[config.mk]
export PLATFORM = sky130hd
export DESIGN_NAME = serial_adder4_flat
export DESIGN_NICKNAME = d
export VERILOG_FILES = /design/src/rtl/serial_adder4_pkg.sv /design/src/rtl/serial_adder4_if.sv /design/src/rtl/full_adder.sv /design/src/rtl/serial_adder4.sv /design/src/flat_wrapper.sv
export SDC_FILE = /design/constraint.sdc
export NUM_CORES = 1
export LEC_CHECK = 0
export ABC_AREA = 1
export CAP_MARGIN = 0
export CORE_MARGIN = 2
export CORE_UTILIZATION = 54
export CTS_CLUSTER_DIAMETER = 150
export DETAILED_ROUTE_END_ITERATION = 8
export PLACE_DENSITY = 0.86
export SLEW_MARGIN = 20
export SYNTH_ARGS = -nofsm -noshare
export SYNTH_HDL_FRONTEND = slang
export SYNTH_HIERARCHICAL = 1
export SYNTH_SLANG_ARGS = --single-unit
[constraint.sdc]
create_clock -name clk -period 4.5 [get_ports clk]
set_input_delay 0.45 -clock clk [delete_from_list [all_inputs] [get_ports clk]]
set_output_delay 0.45 -clock clk [all_outputs]
set_load 0.005 [all_outputs]
[src/rtl/serial_adder4_pkg.sv]
// rtl/serial_adder4_pkg.sv - shared constants and state encoding for the serial adder
package serial_adder4_pkg;

   localparam int WIDTH = 4;
   localparam int IDX_W = 2;

   typedef enum logic [1:0] {
      ST_IDLE = 2'b00,
      ST_RUN  = 2'b01,
      ST_DONE = 2'b10
   } state_t;

endpackage

[src/rtl/serial_adder4_if.sv]
// rtl/serial_adder4_if.sv - operand/result bundle between requester and serial adder
interface serial_adder4_if;
   import serial_adder4_pkg::*;

   logic             start;
   logic [WIDTH-1:0] a;
   logic [WIDTH-1:0] b;
   logic             cin;
   logic [WIDTH-1:0] sum;
   logic             cout;
   logic             ovf;
   logic             zero;
   logic             neg;
   logic             busy;
   logic             done;

   modport master (
      output start, a, b, cin,
      input  sum, cout, ovf, zero, neg, busy, done
   );

   modport slave (
      input  start, a, b, cin,
      output sum, cout, ovf, zero, neg, busy, done
   );

endinterface

[src/rtl/full_adder.sv]
// rtl/full_adder.sv - single-bit combinational full adder
module full_adder (
   output logic sum,
   output logic cout,
   input  logic a,
   input  logic b,
   input  logic cin
);

   assign sum  = a ^ b ^ cin;
   assign cout = (a & b) | (cin & (a ^ b));

endmodule

[src/rtl/serial_adder4.sv]
// rtl/serial_adder4.sv - bit-serial 4-bit adder with carry, overflow, zero and sign flags
module serial_adder4 #(
   parameter int WIDTH = serial_adder4_pkg::WIDTH
) (
   input  logic         clk,
   input  logic         rst,
   serial_adder4_if.slave bus
);
   import serial_adder4_pkg::*;

   localparam logic [IDX_W-1:0] LAST_IDX = IDX_W'(WIDTH - 1);

   state_t             r_state;
   state_t             w_next_state;
   logic [IDX_W-1:0]   r_idx;
   logic               r_carry;
   logic [WIDTH-1:0]   r_a;
   logic [WIDTH-1:0]   r_b;
   logic [WIDTH-1:0]   r_acc;
   logic [WIDTH-1:0]   r_sum;
   logic               r_cout;
   logic               r_ovf;
   logic [WIDTH-1:0]   w_next_acc;
   logic               w_sum_bit;
   logic               w_carry_out;
   logic               w_busy;
   logic               w_done;

   full_adder u_fa (
      .sum  (w_sum_bit),
      .cout (w_carry_out),
      .a    (r_a[r_idx]),
      .b    (r_b[r_idx]),
      .cin  (r_carry)
   );

   // Working sum with the bit for the current index replaced by the adder output
   always_comb begin
      w_next_acc        = r_acc;
      w_next_acc[r_idx] = w_sum_bit;
   end

   // State register; the illegal encoding falls back to IDLE through the next-state logic
   always_ff @(posedge clk or negedge rst) begin
      if (!rst) begin
         r_state <= ST_IDLE;
      end else begin
         r_state <= w_next_state;
      end
   end

   // Next-state: IDLE waits for start, RUN walks four bits, DONE lasts one cycle
   always_comb begin
      w_next_state = ST_IDLE;
      case (r_state)
         ST_IDLE: w_next_state = bus.start ? ST_RUN : ST_IDLE;
         ST_RUN:  w_next_state = (r_idx == LAST_IDX) ? ST_DONE : ST_RUN;
         ST_DONE: w_next_state = ST_IDLE;
         default: w_next_state = ST_IDLE;
      endcase
   end

   // Status outputs decoded from the current state only
   always_comb begin
      w_busy = 1'b0;
      w_done = 1'b0;
      case (r_state)
         ST_RUN:  w_busy = 1'b1;
         ST_DONE: w_done = 1'b1;
         default: begin
            w_busy = 1'b0;
            w_done = 1'b0;
         end
      endcase
   end

   // Datapath: latch operands on accept, add one bit per RUN edge, publish flags on the last bit
   always_ff @(posedge clk or negedge rst) begin
      if (!rst) begin
         r_idx   <= '0;
         r_carry <= 1'b0;
         r_a     <= '0;
         r_b     <= '0;
         r_acc   <= '0;
         r_sum   <= '0;
         r_cout  <= 1'b0;
         r_ovf   <= 1'b0;
      end else begin
         case (r_state)
            ST_IDLE: begin
               if (bus.start) begin
                  r_a     <= bus.a;
                  r_b     <= bus.b;
                  r_carry <= bus.cin;
                  r_idx   <= '0;
                  r_acc   <= '0;
               end
            end
            ST_RUN: begin
               r_acc   <= w_next_acc;
               r_carry <= w_carry_out;
               r_idx   <= r_idx + IDX_W'(1);
               if (r_idx == LAST_IDX) begin
                  r_sum  <= w_next_acc;
                  r_cout <= w_carry_out;
                  r_ovf  <= r_carry ^ w_carry_out;
               end
            end
            default: begin
               r_idx <= r_idx;
            end
         endcase
      end
   end

   assign bus.sum  = r_sum;
   assign bus.cout = r_cout;
   assign bus.ovf  = r_ovf;
   assign bus.zero = (r_sum == '0);
   assign bus.neg  = r_sum[WIDTH-1];
   assign bus.busy = w_busy;
   assign bus.done = w_done;

endmodule

[src/flat_wrapper.sv]
// flat-port wrapper written by rule: the top's interface ports become plain ports
module serial_adder4_flat import serial_adder4_pkg::*;
#(
   parameter int WIDTH = serial_adder4_pkg::WIDTH
)
  (clk, rst, bus_start, bus_a, bus_b, bus_cin, bus_sum, bus_cout, bus_ovf, bus_zero, bus_neg, bus_busy, bus_done);
  serial_adder4_if bus_i ();
  input  logic clk;
  input  logic rst;
  input wire logic [$bits(bus_i.start)-1:0] bus_start;
  input wire logic [$bits(bus_i.a)-1:0] bus_a;
  input wire logic [$bits(bus_i.b)-1:0] bus_b;
  input wire logic [$bits(bus_i.cin)-1:0] bus_cin;
  output wire logic [$bits(bus_i.sum)-1:0] bus_sum;
  output wire logic [$bits(bus_i.cout)-1:0] bus_cout;
  output wire logic [$bits(bus_i.ovf)-1:0] bus_ovf;
  output wire logic [$bits(bus_i.zero)-1:0] bus_zero;
  output wire logic [$bits(bus_i.neg)-1:0] bus_neg;
  output wire logic [$bits(bus_i.busy)-1:0] bus_busy;
  output wire logic [$bits(bus_i.done)-1:0] bus_done;
  assign bus_i.start = bus_start;
  assign bus_i.a = bus_a;
  assign bus_i.b = bus_b;
  assign bus_i.cin = bus_cin;
  assign bus_sum = bus_i.sum;
  assign bus_cout = bus_i.cout;
  assign bus_ovf = bus_i.ovf;
  assign bus_zero = bus_i.zero;
  assign bus_neg = bus_i.neg;
  assign bus_busy = bus_i.busy;
  assign bus_done = bus_i.done;
  serial_adder4 #(.WIDTH(WIDTH)) u_core (.clk(clk), .rst(rst), .bus(bus_i));
endmodule
==> impl_metrics.ini, run 1 <==
[synthesis]
syn_nets = 153
synthesis.instances = 136
ys_seq_area_frac = 0.483
synth.distinct_cells = 18
ys_ff_latch = 22
syn_avg_cell_area_um2 = 8.38
ys.warnings.count = 6
syn_area_um2 = 1140

[power_and_ir_drop]
cellLeakagePower_nw = 0.708
ir_drop_uv = 340
p_per_area_nw_per_um2 = 690

[clocking]
clock-sinks = 22
cts-root-buf = clkbuf_4
htree_levels = 1
cts_tree = done
cts_made_buffers = 3
cts_setup_buffers = 0
path_clk_slew_ns = 0.11
cts_hold_buf = 0
clock_latency_ns = 0.30
ctsLongestPathBuffers = 2
cts_resized = 0

[placed_design]
place_hpwl_um = 1620
io_buffers = 21
dpl-instance-area_um2 = 1370
gp_congestion = 0.831

[final_layout]
diodes = 0
areaGrowthSynthToFinish_pct = 21.8
finalNetCount = 177
drive_gt1_frac = 0.114
final_area_um2 = 1390

[timing]
rsz0062_at_grt = no
relSlewSlack = 0.683
layout_min_cycle_time_ns = 2.05
finalHoldViolations = 0
tightestPinTransition_ns = 0.476
fmax_mhz = 488
maxSlewViolCount = 0
finalCritPeriodShare = 0.455
whs_ns = 0.0892
skew_ns = 0.00103
tns_ns = 0
finalSetupViolations = 0

[global_routing]
grtUsageTotal = 0.217
grt_antenna_before_repair = 0
grt_max_degree = 23
grt_pass1_wl_um = 3950
overflow = 0
first_global_vias = 883

[detailed_routing]
detail_route.first_pass.iterations = 4
dr.first_iter.drc_count = 18
vias_per_cell = 4.93
wl_per_cell_um = 11.8
drcViolationCount = 0
wirelength_um = 2190
num_vias = 912
postRouteAntennaNets = 0

[job]
cap_violations = 0

[status]
status = finished clean

[die]
core_region_area_um2 = 1980
io_pins = 22
dieArea_um2 = 2490
initial_core_util = 0.575
num_rows = 16
die_height_um = 49.9
die_x_um = 49.9

[worst_setup_path]
start_kind = register
critical_path.endpoint_type = output port
cp_top_family = buffers and inverters
cp_slowest_cell = clkdlybuf4s50_1
r2r_end = u_core/bus.sum[1]
worst-setup-path-type = register to output port
cpPeakStageDelay_ns = 0.53
reg2reg_depth = 8
cp.arrival_ns = 1.60
crit_path_max_fanout = 8
reg2reg_from = u_core/r_idx[0]
worstPathCellList = inv_2, nor2_8, clkdlybuf4s50_1
cp_num_buf_inv = 2
r2r_setup_slack_ns = 2.53
cp.required_ns = 4.05

[hold_path]
hold_path_class = input pin to asynchronous set/reset pin
==> power by group <==
part	internal [mW]	leakage [nW]	total, mW	switching, mW
Clock	0.0312	0.0138	0.0860	0.0548
Sequential	0.283	0.278	0.358	0.0745
Combinational	0.219	0.416	0.514	0.295
Total	0.534	0.708	0.958	0.424
==> cell usage in the layout, fill, tap and decap left out <==
master / Yosys / layout
buf_2: 1 / 1
clkbuf_4: 0 / 3
clkdlybuf4s50_1: 0 / 20
dfrtp_1: 22 / 22
fa_1: 1 / 1
ha_1: 4 / 4
inv_1: 11 / 11
inv_2: 2 / 2
nand2_1: 54 / 54
nand2_2: 2 / 2
nand2_4: 3 / 3
nand3_1: 12 / 12
nor2_1: 7 / 7
nor2_2: 1 / 1
nor2_4: 2 / 2
nor2_8: 1 / 1
nor3b_1: 1 / 1
o21ai_0: 8 / 8
o21ai_2: 3 / 3
==> synthesized netlist by cell type (all sizes together) <==
cell | n | area share
nand3 | 12 | 0.053
inv | 13 | 0.043
nand2 | 59 | 0.22
o21ai | 11 | 0.058
nor2 | 11 | 0.066
dfrtp | 22 | 0.48
ha | 4 | 0.044
nor3b | 1 | 0.0066
fa | 1 | 0.018
buf | 2 | 0.011
==> flip-flops by register name, summed over array words and instances (netlist names) <==
register         cells
u_core/bus.cout      1
u_core/r_a           4
u_core/r_carry       1
u_core/bus.ovf       1
u_core/r_state       2
u_core/r_b           4
u_core/r_acc         3
u_core/r_idx         2
u_core/bus.sum       4
==> layout make-up <==
cell class	instances	area (µm²)
timing repair buffer	21	205
sequential	22	551
tap	27	33.8
clock buffer	3	22.5
fill	164	593
multi-input combinational	99	528
inverter	13	48.8
==> worst max path at each step <==
| stage | cells past startpoint | startpoint | slack (ns) | endpoint |
|---|---|---|---|---|
| 2_1_floorplan | 8 | u_core/r_idx[0] | 2.79 | u_core/r_acc[0] |
| 3_3_place_gp | 8 | u_core/r_idx[0] | 2.69 | u_core/bus.sum[2] |
| 3_5_place_dp | 8 | u_core/r_idx[0] | 2.55 | u_core/bus.sum[1] |
| 4_1_cts | 3 | u_core/r_state[0] | 2.43 | bus_busy |
| 5_1_grt | 8 | u_core/r_idx[0] | 2.33 | u_core/bus.sum[1] |
| 6_report | 3 | u_core/r_state[0] | 2.45 | bus_busy |
==> worst reg2reg max path: stages (launching register included) <==
cell     delay, ns
dfrtp_1       0.49
inv_1         0.18
o21ai_0       0.21
nand2_1       0.10
fa_1          0.59
nand2_1       0.06
o21ai_0       0.12
nand2_1       0.10
nand2_1       0.07
==> metrics by stage <==
stage / setup slack [ns] / util / power [mW] / instances
floorplan: 2.79 / - / 0.700 / 136
global placement: 2.69 / 0.692 / 0.841 / 182
detailed placement: 2.55 / 0.692 / 0.869 / 182
CTS: 2.43 / 0.703 / 0.963 / 185
global route: 2.33 / 0.701 / 1.05 / 185
finish: 2.45 / 0.701 / 0.958 / 185
==> cell families (layout without fill, tap and decap cells) <==
family,count (synthesis),after routing,share of synthesized area
and+or+nand+nor,83,83,0.344
DFF,22,22,0.483
buffers and inverters,15,37,0.0538
AOI/OAI and AO/OA,11,11,0.0582
adders and majority gates,5,5,0.0615
==> layer usage <==
metal / vias up / GRT usage / share of wire
met2: 27 / 0.369 / 0.53
met3: 6 / 0.0394 / 0.040
li1: 469 / - / -
met4: 0 / 0.106 / 0.015
met1: 410 / 0.263 / 0.41
met5: - / 0 / 0
No activity file was read; power rests on OpenSTA's default activity.
==> inputs of run 2 (changes only) <==
- CORE_UTILIZATION: 54 -> 45
- PLACE_DENSITY: 0.86 -> 0.77
- clock period: 4.5 -> 1.8 ns (I/O delays scaled with it)
==> run 2 against run 1 <==
Against the previous run:
- the flow now finishes with violations (setup timing)
- combinational power grew to 2.9 times the previous value
- first-iteration DRC count is 83% lower
- cell area is 9.2% higher
- flip-flop and latch count unchanged
- clock skew increased by 0.0022 ns
- critical path depth is 7 higher
- power rose to 2.9 times the previous value
==> impl_metrics.ini, run 2 (synthesized netlist as in run 1, its figures left out) <==
[die]
die_height_um = 54.3
num_rows = 18
core_region_area_um2 = 2430
io_pins = 22
initial_core_util = 0.469
dieArea_um2 = 2950
die_x_um = 54.3

[final_layout]
drive_gt1_frac = 0.223
final_cell_count_no_fill = 196
areaGrowthSynthToFinish_pct = 33.0
mostFrequentLayoutCell = nand2_1
nFillCells = 224
finalNetCount = 184
mostFrequentLayoutCells = nand2_1, dfrtp_1, clkdlybuf4s50_1
diodes = 0

[detailed_routing]
wl_per_cell_um = 11.6
detail_route.first_pass.iterations = 4
num_vias = 974
drcViolationCount = 0
wirelength_um = 2270
postRouteAntennaNets = 0
vias_per_cell = 4.97
dr.first_iter.drc_count = 3

[global_routing]
grt_antenna_before_repair = 0
overflow = 0
grt_max_degree = 23
grtUsageTotal = 0.177
grt_pass1_wl_um = 3740
first_global_vias = 884

[timing]
finalHoldViolations = 0
timing.final.ws_setup_ns = -0.0238
tns_ns = -0.0918
whs_ns = 0.195
fmax_mhz = 548
finalSetupViolations = 5
relSlewSlack = 0.796
layout_min_cycle_time_ns = 1.82
skew_ns = 0.00318
maxSlewViolCount = 0
tightestPinTransition_ns = 0.306
finalCritPeriodShare = 1.01
rsz0062_at_grt = yes

[clocking]
cts_made_buffers = 3
cts_hold_buf = 0
cts_tree = done
ctsLongestPathBuffers = 2
path_clk_slew_ns = 0.12
clock_latency_ns = 0.31
htree_levels = 1
clock-sinks = 22
cts-root-buf = clkbuf_4

[worst_setup_path]
cpPeakStageDelay_ns = 0.64
crit_path_max_fanout = 4
start_kind = register
cp.required_ns = 2.06
reg2reg_from = u_core/r_idx[0]
cp_num_buf_inv = 1
critical_path.endpoint_type = register
worst-setup-path-type = register to register
cp_top_family = adder cells
worstPathCellList = buf_6, nor2_2, nor2_1, o21ai_1, nand2_1, fa_2, nand2_2, o21ai_2, nand2_1, nand2_1
worst_path_most_repeated_cell = nand2_1
cp_slowest_cell = fa_2
setup.worst_path.start = u_core/r_idx[0]
cp.arrival_ns = 2.09

[status]
violations = setup timing
status = complete, but fails checks

[hold_path]
hold_path_class = input pin to asynchronous set/reset pin

[power_and_ir_drop]
clkPwrFrac = 0.137
power.switching_mw = 1.15
p_int_mw = 1.62
switching_share = 0.416
seq_power_share = 0.323
p_comb_frac = 0.540
ir_drop_uv = 957
cellLeakagePower_nw = 0.776
p_per_area_nw_per_um2 = 1820

[placed_design]
dp.cells = 189
pre_cts_ws_ns = -0.0603
gp_congestion = 0.791
io_buffers = 21
place_hpwl_um = 1710

[job]
cap_violations = 0
-- run 2: cell types whose count changed in the layout (fill, tap and decap cells not counted), sizes merged --
cell and delta:
dlymetal6s2s +1, clkbuf +1, buf +5, bufinv +1
-- run 2: final cells by class --
type | count | area (µm²) | share of cell area
Multi-Input combinational cell | 99 | 559 | 0.369
Sequential cell | 22 | 552 | 0.364
Timing Repair Buffer | 28 | 267 | 0.176
Inverter | 13 | 48.8 | 0.0322
Tap cell | 30 | 37.5 | 0.0248
Clock inverter | 1 | 30.0 | 0.0198
Clock buffer | 3 | 22.5 | 0.0149
-- run 2: path summary, 6_finish.rpt --
kind | to | slack (ns) | depth (start not counted)
min | u_core/bus.sum[0] | 0.20 | 2
max | u_core/r_acc[0] | -0.02 | 10
max in group asynchronous | u_core/r_idx[0] | 1.37 | 2
max reg2reg | u_core/r_acc[0] | -0.02 | 10
min reg2reg | u_core/r_a[1] | 0.49 | 2
min in group clk | u_core/r_a[1] | 0.41 | 3
-- run 2: power groups by stage --
stage / Combinational, mW / Sequential, mW / Clock [mW]
3_3_place_gp: 1.25 / 0.894 / 0
2_1_floorplan: 0.879 / 0.871 / 0
3_5_place_dp: 1.31 / 0.901 / 0
5_1_grt: 1.69 / 0.915 / 0.410
4_1_cts: 1.32 / 0.896 / 0.389
6_report: 1.49 / 0.892 / 0.380
-- run 2: timing repair --
item,CTS,global route
hold endpoints to repair,0,0
pin swaps,2,11
resized for setup,3,16
setup buffers,0,3
setup endpoints to repair,7,11
-- run 2: stage by stage --
stage / utilization / total power, mW / cell area [µm²]
floorplan: - / 1.75 / 1140
global placement: 0.578 / 2.14 / 1410
detailed placement: 0.578 / 2.21 / 1410
CTS: 0.602 / 2.60 / 1460
global route: 0.623 / 3.02 / 1520
finish: 0.623 / 2.77 / 1520
-- run 2: layer usage --
metal  vias to the layer above  part of all wire  global-route usage
met3                         2             0.040              0.0246
met2                        23              0.52               0.317
met4                         0             0.011              0.0625
met5                         -                 0                   0
li1                        487                 -                   -
met1                       462              0.43               0.214
-- run 2: worst reg2reg max path, cell delays in order (launching register included) --
cell	delay (ns)
dfrtp_2	0.44
buf_6	0.13
nor2_2	0.08
nor2_1	0.06
o21ai_1	0.07
nand2_1	0.10
fa_2	0.64
nand2_2	0.07
o21ai_2	0.06
nand2_1	0.06
nand2_1	0.06
